$ cat src/rtl/tetris_pkg.sv
// Shared board geometry and types for the Tetris display path.
// Contents:
//   BOARD_COLS / BOARD_ROWS / CELL_W - board geometry and cell width
//   COL_W                            - width of a column index
//   cell_t, row_t                    - one cell, one packed board row
//   piece_x_t, piece_y_t             - 4-block tetromino coordinates
//   fetch_state_t                    - row fetcher sequencing states
package tetris_pkg;

   localparam int BOARD_COLS = 10;
   localparam int BOARD_ROWS = 20;
   localparam int CELL_W     = 16;
   localparam int COL_W      = $clog2(BOARD_COLS);

   typedef logic [CELL_W-1:0]         cell_t;
   typedef cell_t [BOARD_COLS-1:0]    row_t;
   typedef logic [3:0][3:0]           piece_x_t;
   typedef logic [3:0][4:0]           piece_y_t;

   typedef enum logic [1:0] {
      IDLE   = 2'd0,
      READ   = 2'd1,
      DRAIN  = 2'd2,
      COMMIT = 2'd3
   } fetch_state_t;

endpackage

$ cat src/rtl/board_row_fetcher_if.sv
// Mapper-side handshake between the VGA colour mapper and the row fetcher.
// Signals:
//   LD_Row   - row-load request level from the mapper
//   rowNum   - board row to load, taken on the LD_Row rising edge
//   Row      - committed row presented to the mapper
//   rowReady - one-cycle pulse when Row changes
//   busy     - fetch in progress
// Modports: master = mapper, slave = row fetcher.
interface board_row_fetcher_if;
   import tetris_pkg::*;

   logic       LD_Row;
   logic [7:0] rowNum;
   row_t       Row;
   logic       rowReady;
   logic       busy;

   modport master (output LD_Row, output rowNum,
                   input  Row, input rowReady, input busy);
   modport slave  (input  LD_Row, input rowNum,
                   output Row, output rowReady, output busy);

endinterface

$ cat src/rtl/piece_overlay.sv
// Combinational hit test of one board cell against the falling piece.
// Ports:
//   row, col     - board coordinate being captured
//   piece_valid  - piece present (snapshot)
//   piece_x/y    - block coordinates (snapshot)
//   piece_color  - cell value for piece blocks
//   hit          - some block occupies (row, col)
//   cell_out     - piece_color on a hit, zero otherwise
module piece_overlay
   import tetris_pkg::*;
(
   input  logic [7:0]       row,
   input  logic [COL_W-1:0] col,
   input  logic             piece_valid,
   input  piece_x_t         piece_x,
   input  piece_y_t         piece_y,
   input  cell_t            piece_color,
   output logic             hit,
   output cell_t            cell_out
);

   always_comb begin
      hit = 1'b0;
      for (int i = 0; i < 4; i++) begin
         // Several blocks on the same cell simply OR together.
         if (piece_valid && ({3'b000, piece_y[i]} == row) && (piece_x[i] == col))
            hit = 1'b1;
      end
      cell_out = hit ? piece_color : '0;
   end

endmodule

$ cat src/rtl/board_row_fetcher.sv
// Fetches one board row from the synchronous board RAM, overlays the
// falling piece and commits it to a stable double-buffered output row.
// Ports:
//   Clk, reset              - clock, synchronous active-high reset
//   mif (slave)             - LD_Row/rowNum request, Row/rowReady/busy result
//   piece_valid/x/y/color   - falling piece, snapshotted per request
//   ram_addr, ram_rd_en     - board RAM read port (registered)
//   ram_rdata               - RAM data, one cycle after the address edge
module board_row_fetcher
   import tetris_pkg::*;
#(
   parameter int ADDR_W = 8
)(
   input  logic                Clk,
   input  logic                reset,
   board_row_fetcher_if.slave  mif,
   input  logic                piece_valid,
   input  piece_x_t            piece_x,
   input  piece_y_t            piece_y,
   input  cell_t               piece_color,
   output logic [ADDR_W-1:0]   ram_addr,
   output logic                ram_rd_en,
   input  cell_t               ram_rdata
);

   if (BOARD_ROWS * BOARD_COLS > (1 << ADDR_W)) begin : g_addr_chk
      $error("board_row_fetcher: board does not fit in ADDR_W address bits");
   end

   function automatic logic [ADDR_W-1:0] calc_addr(input logic [7:0] r,
                                                   input logic [COL_W-1:0] c);
      logic [15:0] a;
      a = 16'(r) * 16'(BOARD_COLS) + 16'(c);
      return a[ADDR_W-1:0];
   endfunction

   fetch_state_t     state;
   logic             ld_q;
   logic             req;
   logic             req_in_rng;
   logic [7:0]       row_q;
   logic             oor_q;
   logic [COL_W-1:0] col;
   logic             snap_valid;
   piece_x_t         snap_x;
   piece_y_t         snap_y;
   cell_t            snap_color;
   logic             cap_vld_p1;
   logic [COL_W-1:0] cap_col_p1;
   row_t             shadow;
   cell_t            ram_cell;
   cell_t            ovl_cell;
   logic             ovl_hit;
   cell_t            cap_cell;

   assign req        = mif.LD_Row & ~ld_q;
   assign req_in_rng = (mif.rowNum < 8'(BOARD_ROWS));
   assign mif.busy   = (state != IDLE);

   // Out-of-range rows never touch the RAM and read as empty.
   assign ram_cell = oor_q ? '0 : ram_rdata;
   assign cap_cell = ovl_hit ? ovl_cell : ram_cell;

   piece_overlay u_overlay (
      .row         (row_q),
      .col         (cap_col_p1),
      .piece_valid (snap_valid),
      .piece_x     (snap_x),
      .piece_y     (snap_y),
      .piece_color (snap_color),
      .hit         (ovl_hit),
      .cell_out    (ovl_cell)
   );

   always_ff @(posedge Clk) begin
      if (reset) begin
         state        <= IDLE;
         ld_q         <= 1'b0;
         row_q        <= '0;
         oor_q        <= 1'b0;
         col          <= '0;
         snap_valid   <= 1'b0;
         snap_x       <= '0;
         snap_y       <= '0;
         snap_color   <= '0;
         cap_vld_p1   <= 1'b0;
         cap_col_p1   <= '0;
         shadow       <= '0;
         mif.Row      <= '0;
         mif.rowReady <= 1'b0;
         ram_addr     <= '0;
         ram_rd_en    <= 1'b0;
      end else begin
         ld_q         <= mif.LD_Row;
         mif.rowReady <= 1'b0;

         // p0 -> p1: tag which column the RAM is returning next cycle
         cap_vld_p1 <= (state == READ);
         cap_col_p1 <= col;

         // p1 -> p2: capture RAM data (or piece) into the shadow row
         if (cap_vld_p1)
            shadow[cap_col_p1] <= cap_cell;

         case (state)
            READ: begin
               if (col == COL_W'(BOARD_COLS - 1)) begin
                  state     <= DRAIN;
                  ram_rd_en <= 1'b0;
               end else begin
                  col <= col + 1'b1;
                  if (!oor_q)
                     ram_addr <= calc_addr(row_q, col + 1'b1);
               end
            end
            DRAIN:  state <= COMMIT;
            COMMIT: begin
               mif.Row      <= shadow;
               mif.rowReady <= 1'b1;
               state        <= IDLE;
            end
            default: ;
         endcase

         // A new request restarts from column 0 in any state; in COMMIT the
         // commit above still lands because Row reads the old shadow.
         // Killing the in-flight tag keeps the old row's data out.
         if (req) begin
            state      <= READ;
            row_q      <= mif.rowNum;
            oor_q      <= ~req_in_rng;
            col        <= '0;
            ram_addr   <= req_in_rng ? calc_addr(mif.rowNum, '0) : '0;
            ram_rd_en  <= req_in_rng;
            snap_valid <= piece_valid;
            snap_x     <= piece_x;
            snap_y     <= piece_y;
            snap_color <= piece_color;
            cap_vld_p1 <= 1'b0;
            shadow     <= '0;
         end
      end
   end

endmodule

$ cat src/flat_wrapper.sv
// flat-port wrapper written by rule: the top's interface ports become plain ports
module board_row_fetcher_flat import tetris_pkg::*;
#(
   parameter int ADDR_W = 8
)
  (Clk, reset, piece_valid, piece_x, piece_y, piece_color, ram_addr, ram_rd_en, ram_rdata, mif_LD_Row, mif_rowNum, mif_Row, mif_rowReady, mif_busy);
  board_row_fetcher_if mif_i ();
  input  logic Clk;
  input  logic reset;
  input  logic piece_valid;
  input  piece_x_t piece_x;
  input  piece_y_t piece_y;
  input  cell_t piece_color;
  output logic [ADDR_W-1:0] ram_addr;
  output logic ram_rd_en;
  input  cell_t ram_rdata;
  input wire logic [$bits(mif_i.LD_Row)-1:0] mif_LD_Row;
  input wire logic [$bits(mif_i.rowNum)-1:0] mif_rowNum;
  output wire logic [$bits(mif_i.Row)-1:0] mif_Row;
  output wire logic [$bits(mif_i.rowReady)-1:0] mif_rowReady;
  output wire logic [$bits(mif_i.busy)-1:0] mif_busy;
  assign mif_i.LD_Row = mif_LD_Row;
  assign mif_i.rowNum = mif_rowNum;
  assign mif_Row = mif_i.Row;
  assign mif_rowReady = mif_i.rowReady;
  assign mif_busy = mif_i.busy;
  board_row_fetcher #(.ADDR_W(ADDR_W)) u_core (.Clk(Clk), .reset(reset), .mif(mif_i), .piece_valid(piece_valid), .piece_x(piece_x), .piece_y(piece_y), .piece_color(piece_color), .ram_addr(ram_addr), .ram_rd_en(ram_rd_en), .ram_rdata(ram_rdata));
endmodule
$ cat config.mk
export PLATFORM = sky130hd
export DESIGN_NAME = board_row_fetcher_flat
export DESIGN_NICKNAME = d
export VERILOG_FILES = /design/src/rtl/tetris_pkg.sv /design/src/rtl/board_row_fetcher_if.sv /design/src/rtl/piece_overlay.sv /design/src/rtl/board_row_fetcher.sv /design/src/flat_wrapper.sv
export SDC_FILE = /design/constraint.sdc
export NUM_CORES = 1
export LEC_CHECK = 0
export BUFFER_PORTS_ARGS = -buffer_cell sky130_fd_sc_hd__clkbuf_2
export CORE_MARGIN = 1
export CORE_UTILIZATION = 51
export DETAILED_ROUTE_END_ITERATION = 8
export GPL_ROUTABILITY_DRIVEN = 0
export PLACE_DENSITY = 0.76
export SETUP_SLACK_MARGIN = 0.5
export SYNTH_ARGS = -nofsm -noshare
export SYNTH_HDL_FRONTEND = slang
export SYNTH_SLANG_ARGS = --single-unit
$ cat constraint.sdc
create_clock -name Clk -period 2.2 [get_ports Clk]
set_clock_uncertainty 0.1 [all_clocks]
set_input_delay 0.11 -clock Clk [delete_from_list [all_inputs] [get_ports Clk]]
set_output_delay 0.11 -clock Clk [all_outputs]
set_load 0.1 [all_outputs]
After elaboration in Yosys (flattened, before gate mapping)
Index checks and enable logic that the tools add are counted.
- flip-flop bits (word level): 404
- bits in latches: 0
- bits in writable memories: 0
- bits in read-only memories: 0
- input port bits: 80
- output and inout bits: 171
- logic and storage cells: 109
- memories: 0
- add/sub/neg operators: 2
- multipliers: 2
- div/mod/pow operators: 0
- order comparisons: 3
- equal/unequal tests: 16
- shifts and indexed selects: 0
- multiplexer cells: 21
- bitwise logic cells: 4
- reductions and logical operators: 20
- operator list (operator ; count):
    160-bit bitwise mux ; 1
    16-bit demux with 4-bit select ; 1
    16-bit 2-to-1 mux ; 3
    8-bit 2-to-1 mux ; 5
    5-bit by 8-bit == test with 1-bit output ; 4
    4-bit == test ; 4
    8-bit by 3-bit multiplier with 7-bit output (second input constant) ; 2
    1-bit logical AND ; 9
    1-bit 2-to-1 mux ; 9
    8-bit by 4-bit adder with 8-bit output ; 1
    8-bit by 5-bit less-than comparator with 1-bit output (second input constant) ; 1
    2-bit AND reduction ; 4
    2-bit case mux with 3 select lines ; 1
    2-bit nonzero test ; 3
    4-bit by 5-bit less-than comparator with 1-bit output (second input constant) ; 1
    4-bit by 1-bit adder with 4-bit output (second input constant) ; 1
    2-bit == test (second input constant) ; 2
    4-bit == test (second input constant) ; 1
    4-bit by 1-bit >= comparator with 1-bit output (second input constant) ; 1
    2-bit by 1-bit inequality test with 1-bit output (second input constant) ; 2
    4-bit nonzero test ; 1
    3-bit by 2-bit inequality test with 1-bit output (second input constant) ; 1
    1-bit inverter ; 3
    3-bit AND reduction ; 1
    6 further kinds ; 6

Longest topological paths before layout
Gate-level depths: netlist of run 1.
- depth in word-level cells: 9
- mapped depth: 11
- depth with buffers taken out: 11

By module
A second synthesis of run 1 with hierarchy kept.
- cells, all modules: 1738
- area, all modules: 14941.8 µm²
- by module, submodules not included (module ; instances ; cells an instance ; area each (µm²)):
    board_row_fetcher ; 1 ; 1669 ; 14397.6
    piece_overlay ; 1 ; 69 ; 544.3

Worst setup path after synthesis of run 1
Ideal clock, no wire load.
- kind: register to register
- start: register u_core.row_q[1]
- end: register u_core.shadow[62] (netlist name)
- setup time: 0.133 ns
- arrival: 2.119 ns
- path slack: -0.152 ns
- stages on the path, launching flop included: 11
- cells stage by stage: dfxtp_1 -> buf_4 -> xnor2_1 -> nand4_1 -> or4_1 -> and4_1 -> buf_6 -> buf_6 -> nand4_1 -> buf_2 -> o22ai_1
- longest elaborated chain between the ends: 9
- elaborated cells between the ends (all ways): 18
- those cells by class: eq/ne (4); mux (6); reduce/logical (8)
- ends and longest elaborated chain (element ; RTL line ; text):
    start, declared ; board_row_fetcher.sv:41 ; logic [7:0] row_q;
    start signal, assigned ; board_row_fetcher.sv:130 ; row_q <= mif.rowNum;
    5-bit by 8-bit == test with 1-bit output ; piece_overlay.sv:26 ; if (piece_valid && ({3'b000, piece_y[i]} == row) && (piece_x[i] == col))
    1-bit logical AND (2 in series) ; piece_overlay.sv:26 ;
    1-bit 2-to-1 mux (3 in series) ; piece_overlay.sv:26 ;
    1-bit 2-to-1 mux * ; piece_overlay.sv:26 ;
    16-bit 2-to-1 mux * ; board_row_fetcher.sv:62 ; assign cap_cell = ovl_hit ? ovl_cell : ram_cell;
    160-bit bitwise mux * ; board_row_fetcher.sv:103 ; shadow[cap_col_p1] <= cap_cell;
    end signal, assigned by index ; board_row_fetcher.sv:103 ;
    end, declared ; board_row_fetcher.sv:50 ; row_t shadow;
Mark *: on every way between the ends. The rest lies on a longest branch, timed or not.
A chain may end at the register's enable or synchronous reset.

Worst setup path after layout of run 1
- start: register u_core.row_q[2]
- end: register u_core.shadow[20] (netlist name)
Same word-level chain as after synthesis.

==> results of run 1 <==
worst max-delay path by stage:
stage          cells past startpoint  slack (ns)                 start                  to
3_3_place_gp                       7       -0.18  u_core.cap_col_p1[1]   u_core.shadow[38]
5_1_grt                            9       -0.32       u_core.row_q[2]   u_core.shadow[58]
4_1_cts                            9       -0.16       u_core.row_q[3]   u_core.shadow[20]
6_report                           8       -0.28       u_core.row_q[2]   u_core.shadow[20]
2_1_floorplan                     10       -0.05       u_core.row_q[3]  u_core.shadow[127]
3_5_place_dp                       7       -0.25  u_core.cap_col_p1[1]  u_core.shadow[117]
state kept, by name, indices dropped and copies added (netlist names), 2 cells and up:
register / flops
u_core.snap_y: 20
u_core.ram_addr: 8
u_core.state: 2
u_core.snap_x: 16
u_core.snap_color: 16
u_core.shadow: 160
u_core.mif.Row: 160
u_core.row_q: 8
u_core.cap_col_p1: 4
u_core.col: 4
cell usage in the layout, fill, tap and decap left out, types with 10 or more instances in the layout:
master / instances
a21oi_1: 242
buf_12: 24
buf_4: 87
clkbuf_16: 43
clkbuf_2: 248
clkbuf_8: 10
dfxtp_1: 391
dfxtp_2: 11
dlygate4sd3_1: 69
ha_1: 12
nand2_1: 611
nand3_1: 16
nand3b_1: 16
nand4_1: 15
nor2_1: 34
nor3b_1: 18
o22ai_1: 135
o31a_1: 144
xnor2_1: 30
cell families (layout without fill, tap and decap cells):
logic type	count (synthesis)	after routing
simple gates	759	759
buf+inv	178	523
compound gates	564	564
flops	404	404
other cells	0	4
fa+ha+maj	22	22
xor+xnor	52	52
worst reg2reg max path: stages (launching register included):
cell	delay, ns
dfxtp_2	0.37
xnor2_1	0.31
nand4_1	0.12
or4_1	0.47
and4_4	0.21
buf_12	0.16
buf_12	0.19
o31a_1	0.32
o22ai_1	0.15
timing repair:
action,4_1_cts,5_1_grt
pin swaps,16,31
resized for setup,23,47
setup endpoints to repair,167,189
endpoints found under the hold margin,89,0
hold buffers,69,0
gates cloned,2,1
buffers inserted,6,6
per-stage QoR:
step	setup WS, ns	power [mW]
after global routing	-0.317	17.5
after CTS	-0.163	16.9
after global placement	-0.183	9.44
final	-0.283	17.0
after detailed placement	-0.249	9.47
after floorplan	-0.0540	8.93
layer usage:
metal	vias to the layer above	track usage (%)
met5	-	0
met4	4	15.5
met3	220	6.16
met2	971	52.4
met1	7677	41.0
li1	7528	-
cell type report:
cell class | instances | share of cell area (%)
clock buffers | 60 | 5.67
multi-input cells | 1397 | 37.3
diodes | 4 | 0.0470
repair buffers | 444 | 15.6
flip-flops and latches | 404 | 38.1
well taps | 402 | 2.36
inverters | 2 | 0.0470
clock inverters | 17 | 0.875
where the power goes:
group	internal, mW	switching, mW
Combinational	0.874	1.49
Clock	4.20	2.95
Sequential	7.41	0.0876
==> results.py, run 1 <==
metrics = {
    "outcome": {
        "status": "finished with violations",
        "violations": "setup timing",
    },
    "route": {
        "drt-pass1-iter-count": 6,
        "vias_per_cell": 6.01,
        "drtAntennaViolNets": 0,
        "top_layer_used": "met5",
        "drtIter0Drc": 1916,
        "wl_met1_um": 21400,
        "drt_wl_total_um": 56200,
        "wl_met2_um": 26200,
        "vias": 16400,
        "wire_per_inst_um": 20.6,
        "drc": 0,
        "wl_met3_um": 5480,
    },
    "final_layout": {
        "area_growth_syn_to_layout_pct": 29.4,
        "final_area_mm2": 0.0213,
        "final_cell_count_no_fill": 2730,
        "layout-drive-gt1-share_pct": 22.2,
        "finish.utilization_pct": 67.3,
        "nFillCells": 2443,
        "nets": 2393,
        "regArea_mm2": 0.00811,
        "multi_input_area_mm2": 0.00795,
    },
    "pwr": {
        "power_density_mw_per_mm2": 799,
        "p_leak_nw": 7.98,
        "vdd_drop_max_mv": 0.609,
    },
    "cts": {
        "root_buffer": "clkbuf_16",
        "cts_tree": "built",
        "path_clk_slew_ns": 0.06,
        "clock_path_buffers": 3,
        "cts.sinks": 404,
        "clk_latency_ns": 0.55,
        "htreeDepth": 2,
        "cts_made_buffers": 42,
    },
    "critical_path": {
        "crit_path_max_fanout": 35,
        "cp.required_ns": 2.56,
        "end_kind": "register",
        "worstPathArrival_ns": 2.84,
        "cpMostUsedCell": "buf_12",
        "r2r_slack_ns": -0.28,
        "timing.critical_path.buf_inv": 2,
        "cp_top_family": "simple AND/OR/NAND/NOR gates",
        "slowest_delay_ns": 0.47,
        "r2r_end": "u_core.shadow[20]",
        "worst_r2r_path_depth": 8,
        "start_kind": "register",
        "crit-reg2reg-launch": "u_core.row_q[2]",
        "cp_cell_sequence": "xnor2_1 > nand4_1 > or4_1 > and4_4 > buf_12 > buf_12 > o31a_1 > o22ai_1",
        "worst-setup-path-type": "register to register",
        "cp_slowest_cell": "or4_1",
    },
    "die": {
        "die_h_um": 182,
        "die-area_mm2": 0.0330,
        "io_pins": 251,
        "placementRows": 65,
        "core_mm2": 0.0316,
        "initial_core_util_pct": 52.0,
        "die_w_um": 182,
    },
    "grt": {
        "overflow": 0,
        "grtUsageTotal_pct": 32.2,
        "grt_pass1_vias": 15300,
        "antenna_found_initial": 6,
        "grt_max_degree": 150,
        "grt_pass1_wl_um": 83500,
    },
    "sta": {
        "period_minus_slack_ns": 2.48,
        "drv_slew": 0,
        "tightest_slew_ns": 1.10,
        "period_share_pct": 113,
        "fmax_mhz": 403,
        "hold_slack_ns": 0.0228,
        "finalHoldViolations": 0,
        "max_slew_margin_pct": 26.7,
        "tns_ns": -38.76,
        "finalSetupViolations": 164,
        "setup_ws_ns": -0.283,
        "rsz0062_at_grt": "yes",
    },
    "yosys": {
        "yosysMostFrequentCell": "nand2_1",
        "syn_area_mm2": 0.0165,
        "synth-compound-area-share_pct": 22.1,
        "ys_top_cells_by_area": "dfxtp_1 49%, nand2_1 14%, o31a_1 7.7%, a21oi_1 7.4%, o22ai_1 5.5%",
        "synth_top_family_by_area": "compound AO/OA/AOI/OAI gates",
        "yosysTopAreaCellShare_pct": 49.1,
        "synth-main-ff-cell": "dfxtp_1",
        "synth_sequential_area_ratio_pct": 49.1,
        "ys_ff_latch": 404,
        "yosys.area_share.simple_pct": 19.1,
        "synthMuxAreaShare_pct": 0,
        "synth-adder-area-share_pct": 1.81,
        "synth-xor-area-share_pct": 2.77,
        "syn_inst": 1979,
        "synth_top_cells_by_count": "614 x nand2_1, 404 x dfxtp_1, 243 x a21oi_1",
        "async_reset_ff_share_pct": 0,
        "ys_types": 41,
        "syn_nets": 2081,
        "yosys_warnings": 0,
        "synth_top_cell_by_area": "dfxtp_1",
        "synth_area_per_cell_um2": 8.32,
        "synth-edff-count": 0,
    },
    "flow_run": {
        "cap_viol_max_count": 0,
    },
    "hold_path": {
        "whs_endpoint": "u_core.ram_addr[3]",
        "hold_start": "mif_rowNum[0]",
        "whs_path_depth": 4,
        "hold_class": "input port to register",
    },
    "placement": {
        "placed_cell_area_mm2": 0.0187,
        "dp_hpwl_um": 33300,
        "port_buffers": 250,
        "dp.cells": 2565,
    },
}
Note: power is estimated with default switching activity, not from simulation.
==> inputs of run 2 (changes only) <==
- CORE_UTILIZATION: 51 -> 57
- PLACE_DENSITY: 0.76 -> 0.8
- clock period: 2.2 -> 2.4 ns (I/O delays scaled with it)
==> run 2 against run 1 <==
Net effect: the run ends with DRC, setup timing left; cell count shrank 0.95%; combinational power increased by 27%; register-to-register slack worse by 0.07 ns; sequential share of layout area fell by 1.2 points; fmax is 9.7% lower; clock power decreased by 5.7%; critical path type unchanged; highest routed layer unchanged.
==> results.py, run 2 (same netlist as run 1, synthesis figures left out) <==
metrics = {
    "final_layout": {
        "final_cell_mix": "611 x nand2_1, 392 x dfxtp_1, 249 x clkbuf_2",
        "layout_commonest_cell": "nand2_1",
        "layout-drive-gt1-share_pct": 24.8,
        "top_regs": "u_core.mif.Row x160, u_core.shadow x160, u_core.snap_y x20",
        "area_growth_syn_to_layout_pct": 33.8,
        "nFillCells": 1789,
        "finish.utilization_pct": 78.4,
        "nets": 2398,
        "final_cell_count_no_fill": 2704,
    },
    "grt": {
        "gr-max-usage-layer": "met2",
        "grt_pass1_vias": 15700,
        "grtUsageTotal_pct": 36.9,
        "met1_usage_pct": 44.6,
        "grt.met3_usage_pct": 8.15,
        "grt_pass1_wl_um": 84300,
        "antenna_found_initial": 4,
        "grt_max_degree": 150,
        "use_met2_pct": 60.2,
        "overflow": 0,
    },
    "cts": {
        "root_buffer": "clkbuf_16",
        "cts_tree": "built",
        "clk_latency_ns": 0.55,
        "cts_made_buffers": 41,
        "htreeDepth": 2,
        "clock_path_buffers": 3,
        "cts.sinks": 404,
        "path_clk_slew_ns": 0.07,
    },
    "pwr": {
        "pwr-share-comb_pct": 18.0,
        "p_clk_share_pct": 40.6,
        "vdd_drop_max_mv": 0.693,
        "p_int_mw": 12.1,
        "p_sw_share_pct": 26.9,
        "pwr-share-seq_pct": 41.4,
        "power_density_mw_per_mm2": 754,
        "p_sw_mw": 4.47,
        "p_leak_nw": 8.18,
        "power_mw": 16.6,
    },
    "die": {
        "initial_core_util_pct": 58.6,
        "die_h_um": 172,
        "core_mm2": 0.0281,
        "placementRows": 61,
        "io_pins": 251,
        "die_w_um": 172,
        "die-area_mm2": 0.0296,
    },
    "critical_path": {
        "worstPathArrival_ns": 3.05,
        "endpoint": "u_core.ram_addr[7]",
        "crit_path_max_fanout": 5,
        "crit-reg2reg-launch": "u_core.row_q[2]",
        "cp-startpoint": "u_core.row_q[2]",
        "r2r_end": "u_core.ram_addr[7]",
        "r2r_slack_ns": -0.35,
        "start_kind": "register",
        "end_kind": "register",
        "worst_r2r_path_depth": 8,
        "cp.required_ns": 2.70,
        "worst-setup-path-type": "register to register",
    },
    "sta": {
        "period_minus_slack_ns": 2.75,
        "rsz0062_at_grt": "yes",
        "finalSetupViolations": 142,
        "period_share_pct": 115,
        "tns_ns": -10.04,
        "tightest_slew_ns": 1.09,
        "drv_slew": 0,
        "fmax_mhz": 364,
        "max_slew_margin_pct": 26.9,
        "finalHoldViolations": 0,
        "setup_ws_ns": -0.348,
    },
    "route": {
        "drt_wl_total_um": 61100,
        "vias_per_cell": 6.43,
        "drtIter0Drc": 2476,
        "wire_per_inst_um": 22.6,
        "vias": 17400,
        "drc": 3,
        "drtAntennaViolNets": 0,
        "drt-pass1-iter-count": 9,
    },
    "hold_path": {
        "hold_class": "input port to register",
    },
    "placement": {
        "port_buffers": 250,
        "dp_worst_setup_slack_ns": -0.109,
        "dp.cells": 2523,
        "dp_hpwl_um": 32500,
    },
    "flow_run": {
        "cap_viol_max_count": 0,
    },
    "outcome": {
        "violations": "DRC, setup timing",
        "status": "finished with violations",
    },
}
-- run 2: how the worst min path moves through the flow --
stage	from	endpoint	depth (start not counted)
after floorplan	mif_LD_Row	u_core.ld_q	1
after global placement	piece_y[19]	u_core.snap_y[19]	3
after detailed placement	piece_y[4]	u_core.snap_y[4]	3
after CTS	ram_rdata[1]	u_core.shadow[129]	4
after global routing	reset	u_core.col[3]	4
final	reset	u_core.cap_col_p1[2]	3
-- run 2: power groups by stage --
| stage | combinational, mW | sequential, mW | clock (mW) |
|---|---|---|---|
| 5_1_grt | 3.02 | 6.88 | 6.99 |
| 6_report | 2.99 | 6.88 | 6.74 |
| 2_1_floorplan | 1.10 | 7.08 | 0 |
| 3_3_place_gp | 1.56 | 7.01 | 0 |
| 3_5_place_dp | 1.58 | 7.02 | 0 |
| 4_1_cts | 2.23 | 6.87 | 6.69 |
-- run 2: repair_timing --
action | in CTS | in global routing
endpoints found under the hold margin | 75 | 0
pin swaps | 23 | 93
setup endpoints to repair | 166 | 169
setup buffers | 10 | 12
resized for setup | 52 | 115
gates cloned | 8 | 13
hold buffers | 65 | 0
-- run 2: through the flow --
stage / hold WS [ns] / cell area (µm²)
global route: 0.0388 / 22000
finish: 0.0242 / 22000
CTS: 0.000550 / 21000
floorplan: 0.148 / 16600
global placement: 0.244 / 18400
detailed placement: 0.249 / 18400
-- run 2: metal layers --
metal / part of all wire [%] / wire length [µm]
met4: 7.2 / 4380
met1: 35 / 21500
met3: 12 / 7200
met5: 0.046 / 28
met2: 46 / 28000
-- run 2: area by class of cell --
class                           instances  area, µm²  area share (%)
Multi-Input combinational cell       1397       8350            37.9
Sequential cell                       404       8120            36.9
Timing Repair Buffer                  450       3660            16.6
Clock buffer                           56       1190            5.42
Tap cell                              378        473            2.15
Clock inverter                         15        210           0.954
Inverter                                2       10.0          0.0454
Antenna cell                            2       5.00          0.0227
-- run 2: worst max-delay path, stage by stage, from the launching register on --
cell       delay [ns]
dfxtp_4          0.37
ha_1             0.36
fa_2             0.43
xor2_2           0.21
nand4_1          0.23
xnor2_2          0.22
xnor2_1          0.27
a2bb2oi_1        0.27
a211oi_1         0.14
